$ cat src/rtl/sdram_cmd_monitor.sv
// Passive SDRAM command-bus monitor: decodes commands, shadows mode/bank state, flags tRCD/tRP/state violations.
// Optional refresh-interval checking (violation code 6) is enabled by defining SDRAM_MON_REFRESH_EN.
module sdram_cmd_monitor #(
    parameter int          CHIP     = 0,
    parameter int          TRCD     = 2,
    parameter int          TRP      = 2,
    parameter int          TREFI    = 1560,
    parameter logic [11:0] MODE_RST = 12'h037
) (
    input  logic        clk,
    input  logic        Reset,
    input  logic [11:0] SA,
    input  logic [1:0]  BA,
    input  logic [1:0]  CS_N,
    input  logic        CKE,
    input  logic        RAS_N,
    input  logic        CAS_N,
    input  logic        WE_N,
    input  logic [1:0]  DQM,
    output logic        CmdValid,
    output logic [2:0]  CmdCode,
    output logic [11:0] ModeReg,
    output logic [3:0]  BurstLen,
    output logic [1:0]  CasLat,
    output logic [3:0]  BankOpen,
    output logic [47:0] OpenRows,
    output logic        ReadMasked,
    output logic        Violation,
    output logic [2:0]  ViolationCode,
    output logic [15:0] ViolationCount
);

    typedef enum logic [2:0] {
        CMD_NONE  = 3'd0,
        CMD_ACT   = 3'd1,
        CMD_READ  = 3'd2,
        CMD_WRITE = 3'd3,
        CMD_PRE   = 3'd4,
        CMD_BST   = 3'd5,
        CMD_AREF  = 3'd6,
        CMD_LMR   = 3'd7
    } cmd_t;

    typedef enum logic {
        BANK_IDLE   = 1'b0,
        BANK_ACTIVE = 1'b1
    } bank_state_t;

    localparam bit SEL  = CHIP[0];
    localparam int TMAX = (TRCD > TRP) ? TRCD : TRP;
    localparam int TW   = (TMAX > 1) ? $clog2(TMAX) : 1;
    localparam logic [TW-1:0] RCD_LOAD = TW'(TRCD - 1);
    localparam logic [TW-1:0] RP_LOAD  = TW'(TRP - 1);

    logic unused_cs;
    assign unused_cs = CS_N[!SEL];

    cmd_t        cmd;
    logic [2:0]  vcode;
    bank_state_t bank_q [4];
    bank_state_t bank_d [4];
    logic [11:0] row_q  [4];
    logic [11:0] row_d  [4];
    logic [TW-1:0] rcd_q [4];
    logic [TW-1:0] rcd_d [4];
    logic [TW-1:0] rp_q  [4];
    logic [TW-1:0] rp_d  [4];
    logic [11:0] mode_d;

`ifdef SDRAM_MON_REFRESH_EN
    localparam logic [15:0] REFI_LAST = 16'(TREFI - 1);
    logic [15:0] refresh_q, refresh_d;
`else
    localparam int unused_trefi = TREFI;
`endif

    always_comb begin
        cmd = CMD_NONE;
        if (CKE && !CS_N[SEL]) begin
            case ({RAS_N, CAS_N, WE_N})
                3'b011:  cmd = CMD_ACT;
                3'b101:  cmd = CMD_READ;
                3'b100:  cmd = CMD_WRITE;
                3'b010:  cmd = CMD_PRE;
                3'b110:  cmd = CMD_BST;
                3'b001:  cmd = CMD_AREF;
                3'b000:  cmd = CMD_LMR;
                default: cmd = CMD_NONE;
            endcase
        end
    end

    always_comb begin
        BankOpen = '0;
        OpenRows = '0;
        for (int unsigned b = 0; b < 4; b++) begin
            BankOpen[b]        = (bank_q[b] == BANK_ACTIVE);
            OpenRows[12*b +: 12] = row_q[b];
        end
    end

    always_comb begin
        case (ModeReg[2:0])
            3'd0:    BurstLen = 4'd1;
            3'd1:    BurstLen = 4'd2;
            3'd2:    BurstLen = 4'd4;
            3'd3:    BurstLen = 4'd8;
            default: BurstLen = 4'd0;
        endcase
        CasLat = ModeReg[5:4];
    end

    always_comb begin
        bank_d = bank_q;
        row_d  = row_q;
        mode_d = ModeReg;
        vcode  = '0;
        for (int unsigned b = 0; b < 4; b++) begin
            rcd_d[b] = (rcd_q[b] != '0) ? rcd_q[b] - 1'b1 : '0;
            rp_d[b]  = (rp_q[b]  != '0) ? rp_q[b]  - 1'b1 : '0;
        end

        case (cmd)
            CMD_ACT: begin
                if (bank_q[BA] == BANK_ACTIVE) vcode = 3'd1;
                else if (rp_q[BA] != '0)       vcode = 3'd4;
                bank_d[BA] = BANK_ACTIVE;
                row_d[BA]  = SA;
                rcd_d[BA]  = RCD_LOAD;
            end
            CMD_READ, CMD_WRITE: begin
                if (bank_q[BA] == BANK_IDLE) vcode = 3'd2;
                else if (rcd_q[BA] != '0)    vcode = 3'd3;
            end
            CMD_PRE: begin
                // Only banks that were actually open restart their precharge timer.
                for (int unsigned b = 0; b < 4; b++) begin
                    if ((SA[10] || BA == 2'(b)) && bank_q[b] == BANK_ACTIVE) begin
                        bank_d[b] = BANK_IDLE;
                        rp_d[b]   = RP_LOAD;
                    end
                end
            end
            CMD_AREF: begin
                if (|BankOpen) vcode = 3'd5;
            end
            CMD_LMR: begin
                if (|BankOpen) vcode = 3'd5;
                mode_d = SA;
            end
            default: ;
        endcase

`ifdef SDRAM_MON_REFRESH_EN
        refresh_d = refresh_q;
        if (cmd == CMD_AREF) begin
            refresh_d = '0;
        end else if (refresh_q == REFI_LAST) begin
            vcode     = 3'd6;
            refresh_d = '0;
        end else if (refresh_q != '1) begin
            refresh_d = refresh_q + 16'd1;
        end
`endif
    end

    always_ff @(posedge clk) begin
        if (Reset) begin
            for (int unsigned b = 0; b < 4; b++) begin
                bank_q[b] <= BANK_IDLE;
                row_q[b]  <= '0;
                rcd_q[b]  <= '0;
                rp_q[b]   <= '0;
            end
            ModeReg        <= MODE_RST;
            CmdValid       <= 1'b0;
            CmdCode        <= '0;
            ReadMasked     <= 1'b0;
            Violation      <= 1'b0;
            ViolationCode  <= '0;
            ViolationCount <= '0;
`ifdef SDRAM_MON_REFRESH_EN
            refresh_q      <= '0;
`endif
        end else begin
            bank_q     <= bank_d;
            row_q      <= row_d;
            rcd_q      <= rcd_d;
            rp_q       <= rp_d;
            ModeReg    <= mode_d;
            CmdValid   <= (cmd != CMD_NONE);
            CmdCode    <= cmd;
            ReadMasked <= (cmd == CMD_READ) && (DQM != 2'b00);
            Violation  <= (vcode != '0);
            if (vcode != '0) begin
                ViolationCode <= vcode;
                if (ViolationCount != '1) ViolationCount <= ViolationCount + 16'd1;
            end
`ifdef SDRAM_MON_REFRESH_EN
            refresh_q  <= refresh_d;
`endif
        end
    end

endmodule

$ cat config.mk
export PLATFORM = sky130hd
export DESIGN_NAME = sdram_cmd_monitor
export DESIGN_NICKNAME = d
export VERILOG_FILES = /design/src/rtl/sdram_cmd_monitor.sv
export SDC_FILE = /design/constraint.sdc
export NUM_CORES = 1
export LEC_CHECK = 0
export CAP_MARGIN = 15
export CORE_MARGIN = 1.5
export CORE_UTILIZATION = 50
export CTS_CLUSTER_SIZE = 16
export DETAILED_ROUTE_END_ITERATION = 12
export PLACE_DENSITY_LB_ADDON = 0.25
export SLEW_MARGIN = 20
export SYNTH_ARGS = -nofsm -noshare
export SYNTH_HDL_FRONTEND = slang
export SYNTH_SLANG_ARGS = --single-unit
$ cat constraint.sdc
create_clock -name clk -period 6.6 [get_ports clk]
set_input_delay 1.98 -clock clk [delete_from_list [all_inputs] [get_ports clk]]
set_output_delay 1.98 -clock clk [all_outputs]
set_load 0.01 [all_outputs]
# After elaboration in Yosys (flattened, before gate mapping)
# Cells that the tools add are included.
[classes] n_lt_le_gt_ge=2 mux=42 n_addsub=9 n_eq_ne=23 bitwise=3 n_reduce_logical=27
[ops] cell="48-bit bitwise mux" count=1
[ops] cell="12-bit demux with 2-bit select" count=1
[ops] cell="1-bit 2-to-1 mux" count=23
[ops] cell="3-bit case mux with 7 select lines" count=1
[ops] cell="3-bit by 2-bit == test with 1-bit output (second input constant)" count=6
[ops] cell="3-bit == test (second input constant)" count=6
[ops] cell="16-bit by 1-bit adder with 16-bit output (second input constant)" count=1
[ops] cell="16-bit != test (second input constant)" count=1
[ops] cell="4-bit case mux with 4 select lines" count=1
[ops] cell="12-bit 2-to-1 mux" count=1
[ops] cell="3-bit 2-to-1 mux" count=4
[ops] cell="2-bit AND reduction" count=5
[ops] cell="3-bit by 1-bit == test with 1-bit output (second input constant)" count=3
[ops] cell="3-bit case mux with 3 select lines" count=1
[ops] cell="4-bit 2-to-1 mux" count=2
[ops] cell="2-bit != test (second input constant)" count=4
[ops] cell="4-bit bitwise OR" count=2
[ops] cell="4-bit case mux with 2 select lines" count=1
[ops] cell="1-bit subtractor (second input constant)" count=8
[ops] cell="1-bit logical AND" count=7
[ops] cell="1-bit binary-select mux with 2-bit select" count=3
[ops] cell="3-bit zero test" count=2
[ops] cell="3-bit nonzero test" count=2
[ops] cell="2-bit == test (second input constant)" count=2
[ops] cell="12 further kinds" count=18
[word_totals] regBits=97 input_bits=24 out_inout_bits=95

# Longest topological paths before layout
[depth] ltp_word=9 depth_mapped=8

# Worst setup path before layout
# Ideal clock, no wire load.
[synth_path] kind="in2reg" start="input BA[0]" end="register ViolationCount[10]" setup_slack_ns=2.725 n_path_buf=1 t_required_ns=6.477 arrival_ns=3.751 stages=7 cell_sequence="buf_4 -> mux4_2 -> nand2b_1 -> a32oi_2 -> a21oi_2 -> nand3b_1 -> mux2_1"
[synth_via] elab_chain_len=9 word_cells_on_any_way=17
[synth_lines] item="start: declaration" line_no="13" rtl="input logic [1:0] BA,"
[synth_lines] item="2-bit NOT with 3-bit output (implied by the code) *"
[synth_lines] item="1-bit binary-select mux with 2-bit select, on equally long branches" line_no="133, 126"
[synth_lines] item="1-bit 2-to-1 mux, on equally long branches (2 in series)" line_no="133, 126"
[synth_lines] item="2-bit 2-to-1 mux or 3-bit 2-to-1 mux (tied branches)" line_no="133, 126"
[synth_lines] item="2-bit 2-to-1 mux or 3-bit 2-to-1 mux (tied branches)" line_no="132, 125"
[synth_lines] item="3-bit case mux with 3 select lines *" line_no="123" rtl="case (cmd)"
[synth_lines] item="3-bit nonzero test *" line_no="195" rtl="if (vcode != '0) begin"
[synth_lines] item="2-bit AND reduction (no source line) *"
[synth_lines] item="end signal: assignment" line_no="197" rtl="if (ViolationCount != '1) ViolationCount <= ViolationCount + 16'd1;"
[synth_lines] item="end: declaration" line_no="30" rtl="output logic [15:0] ViolationCount"
# Every way passes the cells marked *; elsewhere a longest branch is shown, timed or not. The select of a mux whose other input is x is not followed.
# A chain may end at the register's enable or synchronous reset.

# Worst setup path after layout
[layout_path] start="input BA[0]" end="register ViolationCount[13]"
# Same word-level chain as after synthesis.

==> impl_metrics.yaml <==
run_status:
  outcome: "finished clean"
sta:
  finalSetupViolCount: 0
  fin_skew_ns: 0.0101
  max_freq_ghz: 0.221
  rsz0062_at_grt: "false"
  worst_slew_margin_rel_pct: 50.6
  drv_slew: 0
  worstMarginPinSlew_ns: 0.741
  hold_viol: 0
  final.period_utilization_pct: 68.5
  min_period_ns: 4.52
  fin_ws_ns: 2.08
  fin_tns_setup_ns: 0
routing:
  firstDrtPassIters: 4
  drcViolationCount: 0
  viasPerCell: 5.37
  detail-route-antenna-nets: 0
  drt-total-wl_mm: 9.86
  wire_per_inst_um: 14.8
  vias: 3569
  drt_iter0_drc: 171
global_route:
  antenna_found_initial: 0
  grt_use_total_pct: 24.3
  grt_pass1_wl_mm: 16.1
  grt_pass1_vias: 3336
  grt_start_max_net_pins: 75
  grt_overflow: 0
floorplanning:
  die_area_um2: 8110
  die_w_um: 90.0
  dieHeight_um: 90.0
  top_level_ports: 119
  num_rows: 31
  coreArea_um2: 7290
  start_util_pct: 51.9
pwr:
  intPower_uw: 796
  cellPowerDensity_nw_per_um2: 198
  comb_power_share_pct: 6.3
  pwr-share-seq_pct: 57.8
  power_switching_uw: 227
  netSwitchingFraction_pct: 22.2
  leakage_nw: 1.74
  clock_power_share_pct: 35.9
  ir_drop_mv: 0.165
final_layout:
  nNetsFinal: 586
  layout-drive-gt1-share_pct: 6.01
  diodes: 0
  syn_to_final_growth_pct: 36.7
  mostFrequentLayoutCells: "nand2_1 (133), clkdlybuf4s50_1 (116), dfxtp_1 (97), a21oi_1 (71), nor2_1 (22)"
  final_common_cell: "nand2_1"
  multi_input_area_um2: 1720
  fill_cells: 606
  area.sequential_um2: 1940
setup_path:
  max_stage_delay_ns: 0.75
  r2r_slack_ns: 4.15
  required_ns: 6.87
  cp_slowest_cell: "clkdlybuf4s50_1"
  critPathArrivalTime_ns: 4.79
  critPathKind: "input pin to register"
  critPathMaxFanout: 11
  ff2ff_path_depth: 7
  r2r_end: "ViolationCount[10]"
  crit_path_end_kind: "register"
  reg2reg_from: "ViolationCount[0]"
  startpoint_type: "input pin"
  path_cells: "clkdlybuf4s50_1 -> mux4_2 -> nand2b_4 -> o32a_2 -> a211oi_4 -> or4b_1 -> a21oi_1"
min_path:
  hold_path_depth: 2
  worst_hold_path.endpoint: "ModeReg[6]"
  min-delay-start: "ModeReg[6]"
  hold_class: "register to register"
clock_tree:
  cts_tree: "yes"
  cts_made_buffers: 9
  h-tree-depth: 3
  cts_hold_buf: 0
  clockBufferDepth: 2
  cts-root-buf: "clkbuf_8"
  cts_resized: 0
  clock_sinks: 97
  clk_pin_slew_ns: 0.08
  insertion_delay_ns: 0.34
  cts_setup_buffers: 0
yosys:
  synth-seq-cells: 97
  synth_ff_type: "dfxtp_1"
  yosysUniqueCellTypes: 48
  syn_avg_cell_area_um2: 8.27
  ys_warn_count: 0
  ys_seq_area_share_pct: 51.3
  synth.cell_area_um2: 3790
  syn_inst: 458
  synth_nets: 483
  async_flop_share_pct: 0
  synth_edf_count: 0
placement:
  post-place-ws_ns: 1.74
  gp_congestion: 0.787
  port_buffers: 117
  dpl.hpwl_mm: 7.01
job:
  maxCapViolCount: 0
==> worst max-delay path, delay by kind of cell <==
family                 cells  cell delay [ns]
buffers and inverters      1             0.75
muxes                      1             0.63
AOI/OAI and AO/OA          3             0.78
and+or+nand+nor            2             0.64
==> layout make-up <==
type / count / share of cell area (%)
Sequential cell: 97 / 37.5
Timing Repair Buffer: 120 / 23.0
Inverter: 3 / 0.218
Clock buffer: 15 / 3.60
Clock inverter: 1 / 0.145
Multi-Input combinational cell: 330 / 33.2
Tap cell: 99 / 2.39
==> sequential cells by signal, summed over array words and instances (netlist names) <==
| signal | flops |
|---|---|
| rcd_q | 4 |
| BankOpen | 4 |
| ModeReg | 12 |
| ViolationCode | 3 |
| rp_q | 4 |
| Violation | 1 |
| CmdCode | 3 |
| CmdValid | 1 |
| ViolationCount | 16 |
| ReadMasked | 1 |
| OpenRows | 48 |
==> kinds of logic after synthesis <==
| group | count (synthesis) | share of synthesized area (%) |
|---|---|---|
| and+or+nand+nor | 220 | 26.1 |
| AOI/OAI and AO/OA | 98 | 14.9 |
| DFF | 97 | 51.3 |
| buffers and inverters | 31 | 3.40 |
| muxes | 8 | 3.24 |
| xor gates and xnor gates | 3 | 0.694 |
| adders and majority gates | 1 | 0.330 |
==> routing by layer <==
layer | up-vias | global-route usage, % | share of wire [%]
li1 | 1756 | - | -
met1 | 1683 | 31.0 | 41
met2 | 110 | 39.3 | 49
met3 | 20 | 6.18 | 7.5
met4 | 0 | 9.26 | 2.4
met5 | - | 0 | 0
==> Yosys cell counts, types with 4 or more instances <==
library cell	count	area share (%)
dfxtp_1	97	51
nor3_1	14	1.9
and3_1	5	0.83
nand2b_1	4	0.66
nand3_1	13	1.7
nand2_1	133	13
a21oi_1	71	9.4
o21ai_0	11	1.5
nor2_1	22	2.2
nor2b_1	7	1.2
clkbuf_1	24	2.4
or3_1	4	0.66
==> worst max-delay path by stage <==
stage / start / endpoint / slack (ns) / depth (start not counted)
6_report: BA[0] / ViolationCount[13] / 2.08 / 7
5_1_grt: BA[0] / ViolationCount[13] / 1.93 / 7
4_1_cts: BA[0] / ViolationCount[13] / 2.08 / 7
3_5_place_dp: BA[0] / ViolationCount[13] / 1.74 / 7
3_3_place_gp: BA[0] / ViolationCount[13] / 1.80 / 7
2_1_floorplan: BA[0] / ViolationCount[10] / 2.73 / 7
==> power by group through the flow <==
stage          combinational (mW)  sequential, mW  clock (mW)
6_report                   0.0641           0.592       0.367
5_1_grt                    0.0692           0.592       0.398
4_1_cts                    0.0643           0.592       0.372
3_5_place_dp               0.0638           0.605           0
3_3_place_gp               0.0628           0.605           0
2_1_floorplan              0.0277           0.607           0
==> stage by stage <==
stage	hold slack [ns]	cells	area, um2	power [mW]	util (%)
5_1_grt	0.480	665	5180	1.06	71.0
6_report	0.455	665	5180	1.02	71.0
3_3_place_gp	0.441	649	4980	0.668	68.3
2_1_floorplan	0.481	458	3790	0.635	-
4_1_cts	0.459	665	5180	1.03	71.0
3_5_place_dp	0.448	649	4980	0.669	68.3
(Power assumes the default switching activity.)
